**config.mk**
```make
export PLATFORM = sky130hd
export DESIGN_NAME = inert_cal_multi_flat
export DESIGN_NICKNAME = d
export VERILOG_FILES = /design/src/rtl/inert_cal_multi_if.sv /design/src/rtl/inert_cal_multi.sv /design/src/flat_wrapper.sv
export SDC_FILE = /design/constraint.sdc
export NUM_CORES = 1
export LEC_CHECK = 0
export BUFFER_PORTS_ARGS = -buffer_cell sky130_fd_sc_hd__buf_2
export CORE_MARGIN = 2
export CORE_UTILIZATION = 25
export CTS_CLUSTER_DIAMETER = 80
export DETAILED_ROUTE_END_ITERATION = 6
export GPL_ROUTABILITY_DRIVEN = 0
export PLACE_DENSITY_LB_ADDON = 0.3
export SYNTH_ARGS = -nofsm -noshare
export SYNTH_HDL_FRONTEND = slang
export SYNTH_SLANG_ARGS = --single-unit
```
**constraint.sdc**
```tcl
create_clock -name clk -period 7.4 [get_ports clk]
set_input_delay 1.85 -clock clk [delete_from_list [all_inputs] [get_ports clk]]
set_output_delay 1.85 -clock clk [all_outputs]
set_load 0.02 [all_outputs]
```
**src/rtl/inert_cal_multi_if.sv**
```systemverilog
// rtl/inert_cal_multi_if.sv - sample/command bundle between the read sequencer, calibration stage and flight controller
//
// Purpose: groups the calibration command, raw sample bus and corrected output bus.
// Signals:
//   strt_cal  master->slave  single-cycle pulse, start/restart calibration
//   raw_vld   master->slave  raw holds a new sample set
//   raw       master->slave  NUM_CH*WIDTH raw channels, channel k at [k*WIDTH +: WIDTH]
//   vld       slave->master  one-cycle pulse, out is valid
//   out       slave->master  NUM_CH*WIDTH corrected channels, same packing as raw
//   cal_busy  slave->master  calibration accumulating
//   cal_done  slave->master  calibration completed (level)
interface inert_cal_multi_if #(
  parameter int NUM_CH = 3,
  parameter int WIDTH  = 16
);
  logic                      strt_cal;
  logic                      raw_vld;
  logic [NUM_CH*WIDTH-1:0]   raw;
  logic                      vld;
  logic [NUM_CH*WIDTH-1:0]   out;
  logic                      cal_busy;
  logic                      cal_done;

  modport master (
    output strt_cal, raw_vld, raw,
    input  vld, out, cal_busy, cal_done
  );

  modport slave (
    input  strt_cal, raw_vld, raw,
    output vld, out, cal_busy, cal_done
  );
endinterface

```
**src/rtl/inert_cal_multi.sv**
```systemverilog
// rtl/inert_cal_multi.sv - multi-channel offset calibration and corrected output stage
//
// Purpose: on strt_cal, averages 2^L samples per channel into per-channel offsets,
// then outputs raw - offset (saturated or wrapped) with a one-cycle registered valid.
// Ports:
//   clk  rising-edge system clock
//   rst  asynchronous active-high reset
//   bus  inert_cal_multi_if.slave (strt_cal, raw_vld, raw in; vld, out, cal_busy, cal_done out)
module inert_cal_multi #(
  parameter int NUM_CH   = 3,
  parameter int WIDTH    = 16,
  parameter int CAL_LOG2 = 10,
  parameter int FAST_SIM = 1,
  parameter int SAT_EN   = 1
) (
  input  logic               clk,
  input  logic               rst,
  inert_cal_multi_if.slave   bus
);

  localparam int L  = (FAST_SIM != 0) ? 4 : CAL_LOG2;
  localparam int AW = WIDTH + L;

  typedef enum logic [1:0] {
    S_RUN,
    S_CAL_ACC,
    S_CAL_FIN
  } state_t;

  state_t                    state_q, state_d;
  logic [L-1:0]              cnt_q, cnt_d;
  logic [AW-1:0]             acc_q [NUM_CH];
  logic [AW-1:0]             acc_d [NUM_CH];
  logic [WIDTH-1:0]          off_q [NUM_CH];
  logic [WIDTH-1:0]          off_d [NUM_CH];
  logic                      busy_q, busy_d;
  logic                      done_q, done_d;
  logic                      vld_q, vld_d;
  logic [NUM_CH*WIDTH-1:0]   out_q, out_d;
  logic [NUM_CH*WIDTH-1:0]   corr;
  logic [WIDTH:0]            diff;

  // Corrected value for every channel, one bit wider than WIDTH so the
  // overflow of raw - offset is visible to the clamp.
  always_comb begin
    corr = '0;
    diff = '0;
    for (int k = 0; k < NUM_CH; k++) begin
      diff = {bus.raw[k*WIDTH + WIDTH-1], bus.raw[k*WIDTH +: WIDTH]}
           - {off_q[k][WIDTH-1], off_q[k]};
      // Top two bits disagree: result left the WIDTH-bit signed range.
      if ((SAT_EN != 0) && (diff[WIDTH] != diff[WIDTH-1])) begin
        corr[k*WIDTH +: WIDTH] = diff[WIDTH] ? {1'b1, {(WIDTH-1){1'b0}}}
                                             : {1'b0, {(WIDTH-1){1'b1}}};
      end else begin
        corr[k*WIDTH +: WIDTH] = diff[WIDTH-1:0];
      end
    end
  end

  always_comb begin
    state_d = state_q;
    cnt_d   = cnt_q;
    acc_d   = acc_q;
    off_d   = off_q;
    busy_d  = busy_q;
    done_d  = done_q;
    vld_d   = 1'b0;
    out_d   = out_q;

    case (state_q)
      S_RUN: begin
        if (bus.raw_vld) begin
          vld_d = 1'b1;
          out_d = corr;
        end
        if (bus.strt_cal) begin
          state_d = S_CAL_ACC;
          cnt_d   = '0;
          acc_d   = '{default: '0};
          busy_d  = 1'b1;
          done_d  = 1'b0;
        end
      end

      S_CAL_ACC: begin
        // A sample arriving with strt_cal belongs to the aborted run, not the new one.
        if (bus.strt_cal) begin
          cnt_d = '0;
          acc_d = '{default: '0};
        end else if (bus.raw_vld) begin
          for (int k = 0; k < NUM_CH; k++) begin
            acc_d[k] = acc_q[k] + {{L{bus.raw[k*WIDTH + WIDTH-1]}}, bus.raw[k*WIDTH +: WIDTH]};
          end
          cnt_d = cnt_q + 1'b1;
          if (cnt_q == {L{1'b1}}) begin
            state_d = S_CAL_FIN;
          end
        end
      end

      S_CAL_FIN: begin
        if (bus.strt_cal) begin
          state_d = S_CAL_ACC;
          cnt_d   = '0;
          acc_d   = '{default: '0};
        end else begin
          // Upper WIDTH bits of the sum are the arithmetic shift by L (floor mean).
          for (int k = 0; k < NUM_CH; k++) begin
            off_d[k] = acc_q[k][AW-1:L];
          end
          busy_d  = 1'b0;
          done_d  = 1'b1;
          state_d = S_RUN;
        end
      end

      default: begin
        state_d = S_RUN;
      end
    endcase
  end

  always_ff @(posedge clk or posedge rst) begin
    if (rst) begin
      state_q <= S_RUN;
      cnt_q   <= '0;
      acc_q   <= '{default: '0};
      off_q   <= '{default: '0};
      busy_q  <= 1'b0;
      done_q  <= 1'b0;
      vld_q   <= 1'b0;
      out_q   <= '0;
    end else begin
      state_q <= state_d;
      cnt_q   <= cnt_d;
      acc_q   <= acc_d;
      off_q   <= off_d;
      busy_q  <= busy_d;
      done_q  <= done_d;
      vld_q   <= vld_d;
      out_q   <= out_d;
    end
  end

  assign bus.vld      = vld_q;
  assign bus.out      = out_q;
  assign bus.cal_busy = busy_q;
  assign bus.cal_done = done_q;

endmodule

```
**src/flat_wrapper.sv**
```systemverilog
// flat-port wrapper written by rule: the top's interface ports become plain ports
module inert_cal_multi_flat 
#(
  parameter int NUM_CH   = 3,
  parameter int WIDTH    = 16,
  parameter int CAL_LOG2 = 10,
  parameter int FAST_SIM = 1,
  parameter int SAT_EN   = 1
)
  (clk, rst, bus_strt_cal, bus_raw_vld, bus_raw, bus_vld, bus_out, bus_cal_busy, bus_cal_done);
  inert_cal_multi_if #(.NUM_CH(NUM_CH), .WIDTH(WIDTH)) bus_i ();
  input  logic clk;
  input  logic rst;
  input wire logic [$bits(bus_i.strt_cal)-1:0] bus_strt_cal;
  input wire logic [$bits(bus_i.raw_vld)-1:0] bus_raw_vld;
  input wire logic [$bits(bus_i.raw)-1:0] bus_raw;
  output wire logic [$bits(bus_i.vld)-1:0] bus_vld;
  output wire logic [$bits(bus_i.out)-1:0] bus_out;
  output wire logic [$bits(bus_i.cal_busy)-1:0] bus_cal_busy;
  output wire logic [$bits(bus_i.cal_done)-1:0] bus_cal_done;
  assign bus_i.strt_cal = bus_strt_cal;
  assign bus_i.raw_vld = bus_raw_vld;
  assign bus_i.raw = bus_raw;
  assign bus_vld = bus_i.vld;
  assign bus_out = bus_i.out;
  assign bus_cal_busy = bus_i.cal_busy;
  assign bus_cal_done = bus_i.cal_done;
  inert_cal_multi #(.NUM_CH(NUM_CH), .WIDTH(WIDTH), .CAL_LOG2(CAL_LOG2), .FAST_SIM(FAST_SIM), .SAT_EN(SAT_EN)) u_core (.clk(clk), .rst(rst), .bus(bus_i));
endmodule
```
==> metrics.cfg <==
[run_status]
status=completed

[clocking]
clock_latency_ps=480
holdBufCountCts=0
cts_buffers=17
path_clk_slew_ps=70
tritoncts=yes
post_cts_buffers=0
cts_resized=0
cts.sinks=165
htree_levels=4
cts_buffer_depth=2
root_buffer=clkbuf_16

[timing]
rsz0062_at_grt=no
setup-violations-final=0
period_needed_ps=4540
skew_ps=9.819
finalHoldViolCount=0
final.period_utilization=0.6135
final.setup.tns_ps=0
final-max-slew-violation-count=0
tightest_slew_ps=1057
max_slew_margin=0.2933
max_freq_mhz=220.3

[drt]
wl_per_cell_um=15.70
vias_per_cell=4.837
ant_nets=0
first_pass_iters=7
remaining_drc_errors=0
drt_iter0_drc=541
routed_wl_mm=31.88
num_vias=9823

[global_routing]
overflow=0
antenna_found_initial=1
grt_pass1_vias=9538
grt_max_degree=87
grt_util_all_layers=0.1379
grt_pass1_wl_mm=51.56

[layout]
area_delta_synth_final_pct=14.64
drive_gt1_frac=0.1327
antenna_cells=0
final_common_cell=o21ai_0
fin_nets=1575
fin_util=0.2881
nFillCells=4988
final_cell_mix=o21ai_0, nand2_1, dfrtp_1, ha_1, buf_2

[synth]
synthArstFlopShare=1.000
yosysWarnings=0
synth.area.top_cells=dfrtp_1, ha_1, o21ai_0
netlist.top_cell.by_area=dfrtp_1
syn_area_per_cell_um2=8.748
synth_ff_type=dfrtp_1
synthCells=1329
synth_top_area_frac=0.3551
synth_edf_count=0
synth_seq_cells=165
syn_nets=1493
ys_types=79
yosysSeqAreaShare=0.3551
synth_area_um2=11630

[worst_setup_path]
cp_slowest_stage_delay_ps=450
cp_cell_sequence=buf_2, inv_1, ha_1, inv_1, fa_1, a21oi_1, o211ai_2, a311oi_2, o31ai_2, a221oi_1, a31oi_2, nor2_1, o31ai_1
crit_top_cell=inv_1
critPathMaxFanout=23
end_kind=flip-flop
slowest_stage=a31oi_2
start_kind=input port
crit_type=in -> reg
arrival_ps=4870
required_ps=7730

[floorplanning]
die_h_um=219.7
start_util=0.2513
fp.dieW_um=219.7
rows=79
io_pins=103
die-area_um2=48250
coreArea_um2=46260

[power_and_ir_drop]
irDropWorstVdd_v=0.0001218
powerDensity_nw_per_um2=234.4
cellLeakagePower_nw=6.154

[flow_run]
max_cap_violations=0

[placed_design]
port_buffers=102
post-dp-hpwl_mm=23.13

[worst_hold_path]
min_path_type=reg -> reg

## registers in the layout, indices dropped and copies added (netlist names)
register             cells
u_core.acc_q            60
u_core.bus.cal_busy      1
u_core.bus.cal_done      1
u_core.bus.out          48
u_core.bus.vld           1
u_core.cnt_q             4
u_core.off_q            48
u_core.state_q           2
## metrics by stage
stage	setup slack (ps)	area (um2)	hold WS, ps	std cells	power, mW
CTS	2947	13330	480.4	2031	3.176
global placement	2524	12730	460.7	1999	2.184
global route	2619	13330	499.6	2031	3.344
floorplan	1088	11630	449.8	1329	1.880
detailed placement	2425	12730	464.1	1999	2.199
finish	2860	13330	473.6	2031	3.124
## synth_stat cells (3+ instances only)
cell and number:
mux2i_1 3, and2_1 4, nand3_1 12, o211ai_1 11, o22ai_1 3, nand2b_1 19, a21oi_2 10, a31o_2 3
o21ai_1 26, xor2_1 39, or2_2 3, o21ai_0 180, o21a_1 7, and3_1 6, or3_1 7, clkbuf_1 29
a2111oi_0 7, nor2b_1 12, a211oi_1 14, dfrtp_1 165, a31oi_1 15, fa_1 6, a21o_1 29, o21bai_1 9
mux2_2 3, maj3_1 8, nor3_1 17, inv_1 87, buf_1 4, nor2_1 61, nand2_1 178, buf_6 7
xnor2_1 42, a21oi_1 92, buf_2 4, o41ai_1 3, ha_1 106, nand4_1 7, nor4_1 5, maj3_2 3
o31ai_1 8, a41oi_1 6, a22o_1 16
## final cells by class
| type | count | area, um2 | share of cell area |
|---|---|---|---|
| Clock buffer | 20 | 446.7 | 0.03351 |
| Clock inverter | 12 | 153.9 | 0.01155 |
| Inverter | 87 | 331.6 | 0.02488 |
| Multi-Input combinational cell | 1030 | 6937 | 0.5205 |
| Sequential cell | 165 | 4129 | 0.3098 |
| Tap cell | 607 | 759.5 | 0.05698 |
| Timing Repair Buffer | 110 | 570.5 | 0.04281 |
## report_power, final
part	internal [mW]	switching (mW)	total (mW)	leakage, nW
Clock	0.538	0.412	0.950	0.286
Sequential	1.05	0.109	1.16	1.96
Combinational	0.387	0.623	1.01	3.91
## worst paths after layout
path,start,to,slack (ps),depth (start not counted)
max,bus_raw[32],u_core.bus.out[46],2860,13
min,u_core.bus.out[15],u_core.bus.out[15],470,2
max reg2reg,u_core.off_q[0],u_core.bus.out[46],4030,11
min reg2reg,u_core.bus.out[15],u_core.bus.out[15],470,2
max in group asynchronous,rst,u_core.acc_q[29],4560,3
min in group asynchronous,rst,u_core.bus.cal_busy,1500,2
## cell families (layout without fill, tap and decap cells)
logic type / Yosys count / in the layout / synth area share
AO/OA/AOI/OAI: 477 / 477 / 0.2627
adder cells (fa/ha/maj): 123 / 123 / 0.1342
XOR/XNOR: 82 / 82 / 0.06242
buffers and inverters: 134 / 229 / 0.04940
flip-flops: 165 / 165 / 0.3551
multiplexers: 6 / 6 / 0.005488
AND/OR/NAND/NOR: 342 / 342 / 0.1306
## per-layer routing
metal | part of all wire | GRT usage
met1 | 0.49 | 0.1809
met2 | 0.46 | 0.2219
met3 | 0.033 | 0.03244
met4 | 0.017 | 0.04765
met5 | 0 | 0
## worst max-delay path: cells and delay by family
kind | cells | cell delay (ps)
AOI/OAI and AO/OA | 7 | 1930
adders and majority gates | 2 | 580
and+or+nand+nor | 1 | 280
buffers and inverters | 3 | 220
No activity file was read; power rests on OpenSTA's default activity.
